File: src/rtl/bit_serializer.sv
// Parallel-to-serial shifter with a one-word holding register.
// A word accepted while idle appears on ser_out the cycle after it is
// captured. A word held in the holding register follows the current word
// with no gap.
//
// state | meaning
// ------+------------------------------------------------------------
// IDLE  | shifter empty, ser_out = IDLE_BIT, ser_valid = 0
// SHIFT | shifter presents the bit selected by bit_cnt on ser_out
module bit_serializer #(
    parameter int WIDTH     = 8,
    parameter bit MSB_FIRST = 1'b1,
    parameter bit IDLE_BIT  = 1'b0
) (
    input  logic             clk,
    input  logic             rst,
    input  logic [WIDTH-1:0] s_data,
    input  logic             s_valid,
    output logic             s_ready,
    output logic             ser_out,
    output logic             ser_valid,
    output logic             word_done,
    output logic             busy
);

    localparam int CNT_W = (WIDTH > 1) ? $clog2(WIDTH) : 1;
    localparam logic [CNT_W-1:0] LAST_BIT = CNT_W'(WIDTH - 1);

    typedef enum logic {
        IDLE  = 1'b0,
        SHIFT = 1'b1
    } state_t;

    state_t           state;
    logic [WIDTH-1:0] shifter;
    logic [WIDTH-1:0] hold_reg;
    logic             hold_full;
    logic [CNT_W-1:0] bit_cnt;

    logic fire;
    logic last_bit;
    logic load_slot;

    // Handshake and load-slot decode use registered state only, so s_ready
    // has no combinational path from s_valid.
    always_comb begin
        s_ready   = !hold_full && !rst;
        fire      = s_valid && s_ready;
        last_bit  = (state == SHIFT) && (bit_cnt == LAST_BIT);
        load_slot = (state == IDLE) || last_bit;
    end

    // The serial outputs are decoded from registers only.
    always_comb begin
        ser_valid = (state == SHIFT);
        word_done = last_bit;
        busy      = (state == SHIFT) || hold_full;
        if (state == SHIFT) begin
            ser_out = MSB_FIRST ? shifter[WIDTH-1] : shifter[0];
        end else begin
            ser_out = IDLE_BIT;
        end
    end

    // Load, shift and holding-register control.
    always_ff @(posedge clk) begin
        if (rst) begin
            state     <= IDLE;
            shifter   <= '0;
            hold_reg  <= '0;
            hold_full <= 1'b0;
            bit_cnt   <= '0;
        end else if (load_slot) begin
            bit_cnt <= '0;
            if (hold_full) begin
                // Held word goes first; a coincident new word refills the hold.
                shifter <= hold_reg;
                state   <= SHIFT;
                if (fire) begin
                    hold_reg <= s_data;
                end else begin
                    hold_full <= 1'b0;
                end
            end else if (fire) begin
                shifter <= s_data;
                state   <= SHIFT;
            end else begin
                state <= IDLE;
            end
        end else begin
            // Mid-word: advance one bit; a new word can only be parked.
            if (MSB_FIRST) begin
                shifter <= shifter << 1;
            end else begin
                shifter <= shifter >> 1;
            end
            bit_cnt <= bit_cnt + CNT_W'(1);
            if (fire) begin
                hold_reg  <= s_data;
                hold_full <= 1'b1;
            end
        end
    end

endmodule

File: config.mk
export PLATFORM = sky130hd
export DESIGN_NAME = bit_serializer
export DESIGN_NICKNAME = d
export VERILOG_FILES = /design/src/rtl/bit_serializer.sv
export SDC_FILE = /design/constraint.sdc
export NUM_CORES = 1
export LEC_CHECK = 0
export CAP_MARGIN = 20
export CORE_MARGIN = 2
export CORE_UTILIZATION = 56
export DETAILED_ROUTE_END_ITERATION = 8
export DONT_BUFFER_PORTS = 1
export PLACE_DENSITY = 0.72
export SLEW_MARGIN = 15
export SYNTH_ARGS = -nofsm -noshare
export SYNTH_HDL_FRONTEND = slang
export SYNTH_SLANG_ARGS = --single-unit
File: constraint.sdc
create_clock -name clk -period 1.7 [get_ports clk]
set_input_delay 0.17 -clock clk [delete_from_list [all_inputs] [get_ports clk]]
set_output_delay 0.17 -clock clk [all_outputs]
set_load 0.05 [all_outputs]
Word-level counts from Yosys, hierarchy flattened
Cells that the tools add are included.

Add/sub/neg operators: 1. Bitwise operators: 2. Mux-type cells: 12. Equality and inequality tests: 3. Reduce and logical (&&, ||, !) cells: 11.

Operators with widths (count): $mux W8 (6); $mux W1 (6); $reduce_bool A2 Y1 (2); $reduce_or A2 Y1 (2); $add A3 B1 Y3 const B (1); $eq A3 B3 Y1 const B (1); $logic_and A1 B1 Y1 (3); $ne A3 B3 Y1 const B (1); $logic_not A1 Y1 (2); $logic_or A1 B1 Y1 (2); $ne A2 B2 Y1 const B (1); $not A1 Y1 (2).

Register bits after elaboration: 21. Output and inout bits: 5. Input port bits: 11. Word-level logic and storage cells: 35.

Depth between registers and ports, before layout
Word-level depth: 6. Depth in mapped cells: 6. Mapped depth without buffers: 5.

Least setup slack after synthesis
No wires, ideal clock.

Path type: register to output. Start: register hold_full. End: output port s_ready. Path buffers: 3. Cell stages (with the launch flop): 5. Setup slack: 0.103 ns. Data arrival time: 1.427 ns. Cells stage by stage: dfxtp_1 buf_2 buf_2 buf_2 nor2_1.

Word-level cells in the longest chain between the ends: 2.

RTL lines: from (decl) (RTL line 37) `logic hold_full;`; from (signal assigned) (RTL line 71) `hold_full <= 1'b0;`; from (signal assigned) (RTL line 82) `hold_full <= 1'b0;`; from (signal assigned) (RTL line 100) `hold_full <= 1'b1;`; $logic_not A1 Y1 (RTL line 47) `s_ready = !hold_full && !rst;`; $logic_and A1 B1 Y1 (RTL line 47); to (decl) (RTL line 19) `output logic s_ready,`.

Every way passes these cells.

Final worst setup path
Start: register bit_cnt[0]. End: output port word_done.

Word-level cells in the longest chain between the ends: 2.

RTL lines: from (decl) (RTL line 38) `logic [CNT_W-1:0] bit_cnt;`; from (signal assigned) (RTL line 97) `bit_cnt <= bit_cnt + CNT_W'(1);`; $eq A3 B3 Y1 (RTL line 49) `last_bit = (state == SHIFT) && (bit_cnt == LAST_BIT);`; $logic_and A1 B1 Y1 (RTL line 49); to (decl) (RTL line 22) `output logic word_done,`.

Every way passes these cells.

==> impl_metrics.csv <==
group,metric,value,unit
global_route,grt_max_degree,17,
worst_setup_path,cp-end-kind,"primary output",
routing,drt_iter0_drc,12,
sta,hold_viol_final,0,
sta,fin_crit_sh,0.946,
clock_network,numClockSinks,21,
finish,drive_gt1_frac,0.147,
placed_design,gp_congestion,0.748,
floorplan,die_area,2160,sq um
global_route,grt_pass1_wl,3370,microns
sta,finalMaxSlewViolations,0,
placed_design,placed_area,1060,sq um
synthesis,yosys_register_bits,21,
power,p_int,0.000693,W
synthesis,synth_cell_types,24,
sta,tightest_slew,0.464,ns
routing,drt_wl_total,2140,microns
placed_design,port_buffers,0,
worst_setup_path,critPathMaxFanout,4,
routing,drc,0,
global_route,grt_pass1_vias,740,
clock_network,path_clk_slew,0.12,ns
power,irDropWorstVdd,0.624,mV
worst_setup_path,critPathBufInv,1,
clock_network,root_buffer,"clkbuf_4",
synthesis,synth_nets,125,
power,powerDensity,793,nW/um^2
power,pwr-share-clk,0.252,
routing,drtPass1Iterations,4,
synthesis,syn_inst,112,
finish,area_growth,18.7,%
sta,hold_ws,0.0115,ns
global_route,grt_overflow,0,
power,p_leak,0.502,nW
floorplan,pin_count,16,
sta,rsz0062_at_grt,"false",
placed_design,dp_hpwl,1410,microns
sta,finClkSkew,0.00678,ns
clock_network,cts_made_buffers,3,
sta,tns,0,ns
sta,slew_headroom,0.690,
worst_setup_path,r2r_setup_slack,0.13,ns
worst_setup_path,critPathTopFamily,"adder cells",
finish,layout_common_cells,"dfxtp_1, nor2_1, buf_4",
clock_network,clockBufferDepth,2,
finish,final_nets,143,
power,p_sw,0.000259,W
synthesis,syn_avg_cell_area,9.04,sq um
synthesis,synth.yosys.seq_area_share,0.415,
routing,drtAntennaViolNets,0,
global_route,track_usage,0.225,
status,status,"completed",
hold_path,hp-class,"in -> reg",
floorplan,fp.coreArea,1710,sq um
sta,setup_violations,0,
clock_network,cts_tree,"yes",
synthesis,yosysWarningCount,0,
worst_setup_path,slowest_delay,0.34,ns
clock_network,clock_latency,0.30,ns
global_route,antenna_found_initial,0,
synthesis,ys.flop_type,"dfxtp_1",
sta,fmax,622,MHz
finish,antennaDiodeCount,0,
run,maxCapViolCount,0,
floorplan,die-height,46.5,microns
worst_setup_path,cp_cell_sequence,"ha_1 > ha_1 > and2_1 > buf_4",
power,seqPwrFrac,0.565,
floorplan,rows,15,
synthesis,netlist_area,1010,sq um
worst_setup_path,timing.critical_path.mode_cell,"ha_1",
routing,dr_total_vias,847,
sta,fin_crit,1.61,ns
synthesis,synth-edff-count,0,
synthesis,synthArstFlopShare,0,
routing,avgRoutedWirePerCell,13.9,microns
finish,fillers,130,
clock_network,htree_levels,1,
floorplan,chipWidth,46.5,microns
worst_setup_path,cp_slowest_cell,"dfxtp_1",
finish,fin_area,1200,sq um
floorplan,initial_utilization,0.593,
power,swShare,0.272,
worst_setup_path,cp-start-kind,"register",
worst_setup_path,arrival,1.44,ns
power,power.total,0.000952,W
finish,layout_commonest_cell,"dfxtp_1",
power,comb_power_share,0.183,
worst_setup_path,crit_type,"reg -> out",
worst_setup_path,cp.required,1.53,ns
routing,vias_per_cell,5.50,
-- through the flow --
step                      utilization  worst slack [ns]  instances
after global routing            0.703            0.0347        154
final                           0.703            0.0922        154
after floorplan                     -             0.103        112
after CTS                       0.695            0.0497        152
after detailed placement        0.621            0.0652        138
after global placement          0.621             0.110        138
-- cells in the mapped netlist (all sizes together), types with 2 or more instances --
cell type	n	area (sq um)
nand2b	8	57.6
nor3	2	10.0
nand3	8	40.0
o211ai	8	60.1
dfxtp	21	420
nand2	9	33.8
mux2i	7	70.1
a32o	7	70.1
nor2	19	71.3
buf	8	51.3
and2	5	31.3
ha	2	25.0
-- final cells by class --
| class | instances | area (sq um) | share of cell area |
|---|---|---|---|
| clock buffer | 4 | 26.3 | 0.0219 |
| tap | 25 | 31.3 | 0.0260 |
| multi-input combinational | 82 | 537 | 0.447 |
| timing repair buffer | 21 | 183 | 0.152 |
| inverter | 1 | 3.75 | 0.00313 |
| sequential | 21 | 420 | 0.350 |
-- kinds of logic (layout without fill, tap and decap cells) --
kind of cell	count (synthesis)	in the layout	share of synthesized area
flip-flops	21	21	0.415
AND/OR/NAND/NOR	55	55	0.287
buffers and inverters	9	26	0.0544
AO/OA/AOI/OAI	18	18	0.150
multiplexers	7	7	0.0692
adder cells (fa/ha/maj)	2	2	0.0247
-- power by group through the flow --
stage          Sequential [W]  Combinational (W)  Clock, W
5_1_grt              0.000543           0.000189  0.000262
2_1_floorplan        0.000549           0.000124         0
3_5_place_dp         0.000549           0.000148         0
6_report             0.000538           0.000174  0.000240
3_3_place_gp         0.000548           0.000145         0
4_1_cts              0.000538           0.000171  0.000249
-- routing by layer --
metal  routed length (microns)  up-vias  GRT usage
li1                          -      426          -
met1                      1020      404      0.301
met2                      1050       13      0.350
met3                        51        4     0.0510
met4                        24        0     0.0857
met5                         0        -          0
-- final timing paths --
kind | start | cells past startpoint | endpoint
worst max-delay path | bit_cnt[0] | 4 | word_done
worst min-delay path | s_valid | 2 | hold_reg[6]
worst max register to register | bit_cnt[0] | 5 | shifter[3]
worst min register to register | bit_cnt[0] | 1 | bit_cnt[0]
-- timing repair --
item,4_1_cts,5_1_grt
gates resized for setup,0,1
buffers inserted,0,2
hold buffers,10,0
endpoints found under the setup margin,0,5
endpoints found under the hold margin,11,0
Note: power is estimated with default switching activity, not from simulation.
